File: src/rtl/input_pkg.sv
`default_nettype none
// ============================================================================
// Module   : input_pkg
// Brief    : Shared types and constants for the board input processing blocks.
// Revision : 1.0
// ============================================================================
package input_pkg;

    typedef enum logic [1:0] {
        SCAN     = 2'd0,
        TIMING   = 2'd1,
        COMMIT   = 2'd2,
        WAIT_ACK = 2'd3
    } state_t;

    localparam int   DEBOUNCE_DEFAULT = 50;
    localparam logic EVT_RELEASE      = 1'b0;
    localparam logic EVT_PRESS        = 1'b1;

endpackage
`default_nettype wire

File: src/rtl/debounce_timer.sv
`default_nettype none
// ============================================================================
// Module   : debounce_timer
// Brief    : Shared stability counter; done flags the last cycle of the window.
// Revision : 1.0
// ============================================================================
module debounce_timer #(
    parameter int CNT_W = 16
) (
    input  logic             clk,
    input  logic             power,
    input  logic             clear,
    input  logic             enable,
    input  logic [CNT_W-1:0] limit,
    output logic             done
);

    logic [CNT_W-1:0] r_count;
    logic [CNT_W-1:0] w_last;

    assign w_last = limit - CNT_W'(1);
    assign done   = (r_count == w_last);

    // Holds at limit-1 so a stalled caller never sees the count wrap.
    always_ff @(posedge clk or negedge power) begin
        if (!power) begin
            r_count <= '0;
        end else if (clear) begin
            r_count <= '0;
        end else if (enable && !done) begin
            r_count <= r_count + CNT_W'(1);
        end
    end

endmodule
`default_nettype wire

File: src/rtl/button_scheduler.sv
`default_nettype none
// ============================================================================
// Module   : button_scheduler
// Brief    : Round-robin debouncer sharing one timer across N_BTN buttons,
//            emitting one press/release event per committed level change.
// Revision : 1.0
// ============================================================================
module button_scheduler
    import input_pkg::*;
#(
    parameter int N_BTN           = 8,
    parameter int DEBOUNCE_CYCLES = DEBOUNCE_DEFAULT,
    parameter int CNT_W           = 16,
    parameter int ID_W            = $clog2(N_BTN)
) (
    input  logic             clk,
    input  logic             power,
    input  logic [N_BTN-1:0] bt,
    output logic [N_BTN-1:0] button,
    output logic             evt_valid,
    input  logic             evt_ready,
    output logic [ID_W-1:0]  evt_id,
    output logic             evt_press,
    output logic             busy
);

    localparam logic [CNT_W-1:0] c_LIMIT = CNT_W'(DEBOUNCE_CYCLES);

    logic [N_BTN-1:0] r_sync1;
    logic [N_BTN-1:0] r_bs;
    logic [N_BTN-1:0] r_button;
    logic             r_evt_valid;
    logic [ID_W-1:0]  r_evt_id;
    logic             r_evt_press;

    state_t           r_state;
    state_t           w_state_nxt;
    logic [ID_W-1:0]  r_ptr;
    logic [ID_W-1:0]  w_ptr_nxt;
    logic [ID_W-1:0]  r_cid;
    logic [ID_W-1:0]  w_cid_nxt;
    logic             r_cval;
    logic             w_cval_nxt;

    logic             w_clear;
    logic             w_enable;
    logic             w_done;
    logic             w_commit;
    logic             w_ack;

    always_ff @(posedge clk or negedge power) begin
        if (!power) begin
            r_sync1 <= '0;
            r_bs    <= '0;
        end else begin
            r_sync1 <= bt;
            r_bs    <= r_sync1;
        end
    end

    debounce_timer #(
        .CNT_W  (CNT_W)
    ) u_timer (
        .clk    (clk),
        .power  (power),
        .clear  (w_clear),
        .enable (w_enable),
        .limit  (c_LIMIT),
        .done   (w_done)
    );

    assign w_ack = r_evt_valid && evt_ready;

    // Pointer wraps for free because N_BTN is a power of two.
    always_comb begin
        w_state_nxt = r_state;
        w_ptr_nxt   = r_ptr;
        w_cid_nxt   = r_cid;
        w_cval_nxt  = r_cval;
        w_clear     = 1'b0;
        w_enable    = 1'b0;
        w_commit    = 1'b0;
        case (r_state)
            SCAN: begin
                if (r_bs[r_ptr] != r_button[r_ptr]) begin
                    w_cid_nxt   = r_ptr;
                    w_cval_nxt  = r_bs[r_ptr];
                    w_clear     = 1'b1;
                    w_state_nxt = TIMING;
                end else begin
                    w_ptr_nxt = r_ptr + 1'b1;
                end
            end
            TIMING: begin
                if (r_bs[r_cid] != r_cval) begin
                    w_ptr_nxt   = r_cid + 1'b1;
                    w_state_nxt = SCAN;
                end else if (w_done) begin
                    w_state_nxt = COMMIT;
                end else begin
                    w_enable = 1'b1;
                end
            end
            COMMIT: begin
                w_commit    = 1'b1;
                w_state_nxt = WAIT_ACK;
            end
            WAIT_ACK: begin
                if (w_ack) begin
                    w_ptr_nxt   = r_cid + 1'b1;
                    w_state_nxt = SCAN;
                end
            end
            default: begin
                w_state_nxt = SCAN;
            end
        endcase
    end

    always_ff @(posedge clk or negedge power) begin
        if (!power) begin
            r_state <= SCAN;
            r_ptr   <= '0;
            r_cid   <= '0;
            r_cval  <= 1'b0;
        end else begin
            r_state <= w_state_nxt;
            r_ptr   <= w_ptr_nxt;
            r_cid   <= w_cid_nxt;
            r_cval  <= w_cval_nxt;
        end
    end

    always_ff @(posedge clk or negedge power) begin
        if (!power) begin
            r_button    <= '0;
            r_evt_valid <= 1'b0;
            r_evt_id    <= '0;
            r_evt_press <= EVT_RELEASE;
        end else if (w_commit) begin
            r_button[r_cid] <= r_cval;
            r_evt_valid     <= 1'b1;
            r_evt_id        <= r_cid;
            r_evt_press     <= r_cval;
        end else if (r_state == WAIT_ACK && w_ack) begin
            r_evt_valid <= 1'b0;
        end
    end

    assign button    = r_button;
    assign evt_valid = r_evt_valid;
    assign evt_id    = r_evt_id;
    assign evt_press = r_evt_press;
    assign busy      = (r_state != SCAN);

endmodule
`default_nettype wire

File: config.mk
export PLATFORM = sky130hd
export DESIGN_NAME = button_scheduler
export DESIGN_NICKNAME = d
export VERILOG_FILES = /design/src/rtl/input_pkg.sv /design/src/rtl/debounce_timer.sv /design/src/rtl/button_scheduler.sv
export SDC_FILE = /design/constraint.sdc
export NUM_CORES = 1
export LEC_CHECK = 0
export ABC_AREA = 1
export CAP_MARGIN = 20
export CORE_ASPECT_RATIO = 0.6
export CORE_UTILIZATION = 65
export CTS_BUF_LIST = sky130_fd_sc_hd__clkbuf_8
export DETAILED_ROUTE_END_ITERATION = 8
export GPL_TIMING_DRIVEN = 1
export PLACE_DENSITY = 0.87
export SLEW_MARGIN = 10
export SYNTH_ARGS = -nofsm -noshare
export SYNTH_HDL_FRONTEND = slang
export SYNTH_HIERARCHICAL = 1
export SYNTH_SLANG_ARGS = --single-unit
export TNS_END_PERCENT = 5
File: constraint.sdc
create_clock -name clk -period 3.6 [get_ports clk]
set_input_delay 0.72 -clock clk [delete_from_list [all_inputs] [get_ports clk]]
set_output_delay 0.72 -clock clk [all_outputs]
set_load 0.01 [all_outputs]
== Yosys cells after proc, flatten, opt, wreduce, memory -nomap -nowiden ==
Index checks and enable logic that the tools add are counted.

* Add/subtract/negate cells: 3
* Multipliers: 0
* Div/mod/pow operators: 0
* Order comparisons: 3
* Eq/ne operators: 11
* Shifts and indexed selects: 0
* Mux-type cells: 28
* Bitwise operators: 0
* Reduce and logical (&&, ||, !) cells: 13

{| class="wikitable"
|+ Operators by type and width
! operator !! count
|-
| 2-to-1 mux 16 bit || 2
|-
| adder 16 x 1 -> 16 bit (second input constant) || 1
|-
| == test 16 x 6 -> 1 bit (second input constant) || 1
|-
| 2-to-1 mux 1 bit || 12
|-
| binary-select mux 1 bit (select 3 bit) || 3
|-
| 2-to-1 mux 3 bit || 3
|-
| case mux 3 bit (3 select lines) || 1
|-
| bitwise mux 8 bit || 1
|-
| < comparator 3 x 4 -> 1 bit (second input constant) || 2
|-
| 2-to-1 mux 2 bit || 4
|-
| != test 2 bit (second input constant) || 4
|-
| case mux 2 bit (4 select lines) || 1
|-
| adder 3 x 1 -> 3 bit (second input constant) || 2
|-
| nonzero test 2 bit || 3
|-
| == test 2 bit (second input constant) || 2
|-
| logical AND 1 bit || 4
|-
| AND reduction 4 bit || 1
|-
| demux 1 bit (select 3 bit) || 1
|-
| >= comparator 3 x 1 -> 1 bit (second input constant) || 1
|-
| != test 3 x 2 -> 1 bit (second input constant) || 1
|-
| AND reduction 3 bit || 1
|-
| nonzero test 3 bit || 1
|-
| == test 2 x 1 -> 1 bit (second input constant) || 1
|-
| logical NOT 2 bit || 1
|-
| other kinds (3) || 4
|}

* Register bits after elaboration: 54
* Bits in latches: 0
* RAM bits: 0
* Memory bits (read-only): 0
* Input port bits: 11
* Output and inout bits: 14
* Memories: 0

== Depth between registers and ports, before layout ==
* Word-level depth: 8
* Depth in mapped cells: 20

== Cells and area by module ==
Netlist, hierarchy kept.

{| class="wikitable"
|+ Modules (own cells, without submodules)
! module !! instances !! cells an instance !! area an instance (um2) !! seq. area each (um2)
|-
| debounce_timer || 1 || 288 || 1856.8 || 400.4
|-
| button_scheduler || 1 || 216 || 1854.3 || 950.9
|}

== Worst setup path after synthesis ==
Ideal clock, no wire load.

* Path kind: reg2reg
* Start: reg u_timer.r_count[5]
* End: reg u_timer.r_count[14]
* Data arrival time: 2124 ps
* Data required time: 3534 ps
* Path slack: 1410 ps
* Stages on the path, launching flop included: 17
* Buffers on the path: 4
* Clock period less this slack: 2190 ps
* Cells stage by stage: dfrtp_1 > buf_2 > xnor2_1 > inv_1 > nand2_1 > inv_1 > nor2_1 > nand3_1 > nor2_4 > nand2_4 > buf_2 > inv_2 > nor2_4 > buf_2 > buf_1 > nand4_1 > nand2_1

* Cells in the longest elaborated chain, start to end: 6

{| class="wikitable"
|+ Ends and longest elaborated chain
! what !! RTL line !! RTL
|-
| from (decl) || debounce_timer.sv:18 || <nowiki>logic [CNT_W-1:0] r_count;</nowiki>
|-
| from (signal assigned) || debounce_timer.sv:31 || <nowiki>r_count <= r_count + CNT_W'(1);</nowiki>
|-
| == test 16 x 6 -> 1 bit || debounce_timer.sv:22 || <nowiki>assign done = (r_count == w_last);</nowiki>
|-
| via w_done || button_scheduler.sv:47 || <nowiki>logic w_done;</nowiki>
|-
| 2-to-1 mux 1 bit || button_scheduler.sv:98 || <nowiki>end else if (w_done) begin</nowiki>
|-
| 2-to-1 mux 1 bit || button_scheduler.sv:95 || <nowiki>if (r_bs[r_cid] != r_cval) begin</nowiki>
|-
| 2-to-1 mux 1 bit || button_scheduler.sv:83 || <nowiki>case (r_state)</nowiki>
|-
| via w_enable || button_scheduler.sv:46 || <nowiki>logic w_enable;</nowiki>
|-
| logical AND 1 bit || debounce_timer.sv:30 || <nowiki>end else if (enable && !done) begin</nowiki>
|-
| nonzero test 2 bit (no line) || n/a ||
|}

The timed path passes the listed nets, and every way through them passes these cells. The select of a mux whose other input is x is not followed.
A chain may end at the register's enable or synchronous reset.

== Final worst setup path ==
* Start: reg r_state[0]
* End: out busy

* Cells in the longest elaborated chain, start to end: 1

{| class="wikitable"
|+ Ends and longest elaborated chain
! what !! RTL line !! RTL
|-
| from (decl) || button_scheduler.sv:36 || <nowiki>state_t r_state;</nowiki>
|-
| from (signal assigned) || button_scheduler.sv:127 || <nowiki>r_state <= w_state_nxt;</nowiki>
|-
| nonzero test 2 bit || button_scheduler.sv:154 || <nowiki>assign busy = (r_state != SCAN);</nowiki>
|-
| to (decl) || button_scheduler.sv:24 || <nowiki>output logic busy</nowiki>
|}

No other way between the ends.

==> run_results.csv <==
group,metric,value,unit
hold_path,hold_class,"reg -> reg",
timing,fin_setup_tns,0,ns
timing,slew_headroom,38.6,%
setup_path,path_cells,"inv_1 > ha_1 > inv_1 > clkdlybuf4s50_1",
pwr,pwr-share-seq,32.7,%
timing,drv_slew,0,
pwr,p_per_area,655,mW/mm^2
finish,num_antenna_cells,0,
synth,synth_xor_area_share,6.37,%
synth,synth-seq-area-share,36.4,%
placed_design,placed_area,0.00412,mm^2
detailed_routing,wl_per_cell,13.1,um
finish,stdcell_area,0.00426,mm^2
timing,hold_viol_final,0,
timing,rsz0062_at_grt,"false",
timing,max_freq,372,MHz
placed_design,dpl.cell_count,635,
synth,synth_area,0.00371,mm^2
pwr,switchingPower,1.30,mW
floorplan,core-area,0.00528,mm^2
synth,yosysUniqueCellTypes,36,
finish,drive_above_1_share,11.8,%
synth,netlist_instances,504,
placed_design,dp_slack,1.06,ns
floorplan,initial_core_util,70.3,%
detailed_routing,antenna_left,0,
global_routing,grt_pass1_wl,13.8,mm
pwr,clkPwrFrac,14.9,%
floorplan,die-width,99.5,um
finish,fillCellCount,389,
timing,skew,0.0142,ns
synth,synth-simple-area-share,38.2,%
synth,synth_top_family_by_area,"simple AND/OR/NAND/NOR gates",
finish,final_cell_mix,"nand2_1 (144), inv_1 (66), dfrtp_1 (54)",
cts,cts-resized-gates,0,
flow_run,max_cap_viol_count,0,
detailed_routing,drcViolationCount,0,
synth,synth_top_area_cell,"dfrtp_1",
global_routing,grt_max_degree,43,
pwr,power_frac_comb,52.4,%
detailed_routing,viasPerCell,5.12,
synth,synthAdderAreaFrac,2.36,%
finish,mostFrequentLayoutCell,"nand2_1",
cts,clock-sinks,54,
setup_path,crit_slowest_cell,"dfrtp_1",
finish,fin_util,80.7,%
timing,min_period,2.68,ns
cts,cts_tree,"built",
cts,insertion_delay,0.31,ns
timing,tightest_slew,0.921,ns
synth,synth_area_leaders,"dfrtp_1 (36%), nand2_1 (15%), inv_1 (6.7%), nand3_1 (4.7%), xor2_1 (4.7%)",
setup_path,end_kind,"output port",
cts,h-tree-depth,2,
global_routing,grt_pass1_vias,2846,
finish,fin_cells,644,
detailed_routing,drt_iter0_drc,360,
pwr,swShare,46.7,%
timing,finalSetupViolCount,0,
detailed_routing,vias,3298,
pwr,intPower,1.49,mW
synth,synth_compound_area_share,5.50,%
finish,syn2layout_area_growth,14.8,%
synth,synth_seq_cells,54,
floorplan,dieArea,0.00603,mm^2
setup_path,slowest_delay,0.57,ns
global_routing,grt_overflow,0,
timing,fin_crit_sh,74.6,%
cts,postCtsHoldBufs,0,
detailed_routing,firstDrtPassIters,5,
setup_path,critPathMaxFanout,10,
cts,cts_setup_buffers,0,
cts,cts_buffers,5,
synth,yosysWarnings,6,
global_routing,grt_usage,30.2,%
synth,synth.avg_cell_area,7.36,um^2
setup_path,start_kind,"register",
setup_path,crit_path_frequent_cell,"inv_1",
placed_design,io_buffers,24,
setup_path,path_class,"reg -> out",
floorplan,pin_count,25,
placed_design,place_hpwl,6.37,mm
synth,synth_mux_area_share,0,%
floorplan,die_h,60.5,um
floorplan,row_count,20,
outcome,status,"finished, final reports clean",
setup_path,critPathArrivalTime,1.96,ns
pwr,p_leak,2.32,nW
setup_path,required,2.88,ns
placed_design,gp_congestion,0.876,
cts,clkTransAtPathRegs,0.11,ns
global_routing,antenna_found_initial,0,
detailed_routing,routed_wl,8.41,mm
finish,final_nets,584,
synth,synth_top_area_share,36.4,%
pwr,peakVddDrop,0.391,mV
cts,clock_path_buffers,2,
cts,cts_root_buf,"clkbuf_8",
timing,worst_slack,0.915,ns
## path summary, 6_finish.rpt
check,slack (ns),endpoint,startpoint,cells after the start
worst min-delay path,0.36,r_bs[0],r_sync1[0],0
worst min register to register,0.36,r_bs[0],r_sync1[0],0
max in group asynchronous,2.32,r_cid[2],power,2
worst max register to register,1.19,u_timer/r_count[11],u_timer/r_count[8],12
worst max-delay path,0.92,busy,r_state[0],4
min in group asynchronous,0.53,r_sync1[1],power,1
## cells in the mapped netlist (all sizes together)
| master | n |
|---|---|
| nand2 | 155 |
| inv | 78 |
| dfrtp | 54 |
| nand3 | 49 |
| nor2 | 48 |
| nand4 | 23 |
| o21ai | 22 |
| xor2 | 20 |
| buf | 16 |
| a21oi | 8 |
| a31oi | 7 |
| ha | 7 |
| xnor2 | 7 |
| nor3 | 3 |
| conb | 2 |
| nand3b | 2 |
| clkinv | 1 |
| nor4 | 1 |
| o22ai | 1 |
## power groups by stage
stage	Sequential, mW	Combinational [mW]	Clock (mW)
6_report	0.912	1.46	0.415
5_1_grt	0.931	1.60	0.445
4_1_cts	0.905	1.38	0.418
3_5_place_dp	0.915	1.35	0
3_3_place_gp	0.907	1.30	0
2_1_floorplan	0.886	1.04	0
## through the flow
| step | power [mW] | hold slack, ns |
|---|---|---|
| floorplan | 1.92 | 0.331 |
| global placement | 2.21 | 0.332 |
| detailed placement | 2.26 | 0.335 |
| CTS | 2.70 | 0.359 |
| global route | 2.97 | 0.365 |
| finish | 2.79 | 0.358 |
## metal layers
layer / vias to the layer above / global-route usage (%) / share of wire (%)
li1: 1660 / - / -
met1: 1503 / 47.3 / 49
met2: 124 / 44.9 / 42
met3: 11 / 5.18 / 8.3
met4: 0 / 4.62 / 0.63
met5: - / 0 / 0
## cell families after synthesis
logic type	after synthesis
buffers and inverters	95
other	2
xor gates and xnor gates	27
adders and majority gates	7
AOI/OAI and AO/OA	38
and+or+nand+nor	281
DFF	54
## state kept, by name, summed over array words and instances (netlist names), named ones only
signal	count
r_cval	1
u_timer/r_count	16
r_sync1	8
r_state	1
evt_valid	1
evt_press	1
button	8
r_cid	3
r_bs	8
r_ptr	3
evt_id	3
## area by class of cell
| type | instances | area, um^2 | share of cell area, % |
|---|---|---|---|
| Clock inverter | 3 | 47.5 | 1.12 |
| Inverter | 79 | 305 | 7.16 |
| Multi-Input combinational cell | 400 | 2120 | 49.8 |
| Clock buffer | 5 | 68.8 | 1.61 |
| Tap cell | 77 | 96.3 | 2.26 |
| Sequential cell | 54 | 1350 | 31.7 |
| Timing Repair Buffer | 26 | 270 | 6.34 |
## worst max-delay path: cells and delay by family (launching register included)
kind                     cells  cell delay, ns
adder cells (fa/ha/maj)      1            0.31
flip-flops                   1            0.57
buffers and inverters        3            0.77
Note: power is estimated with default switching activity, not from simulation.
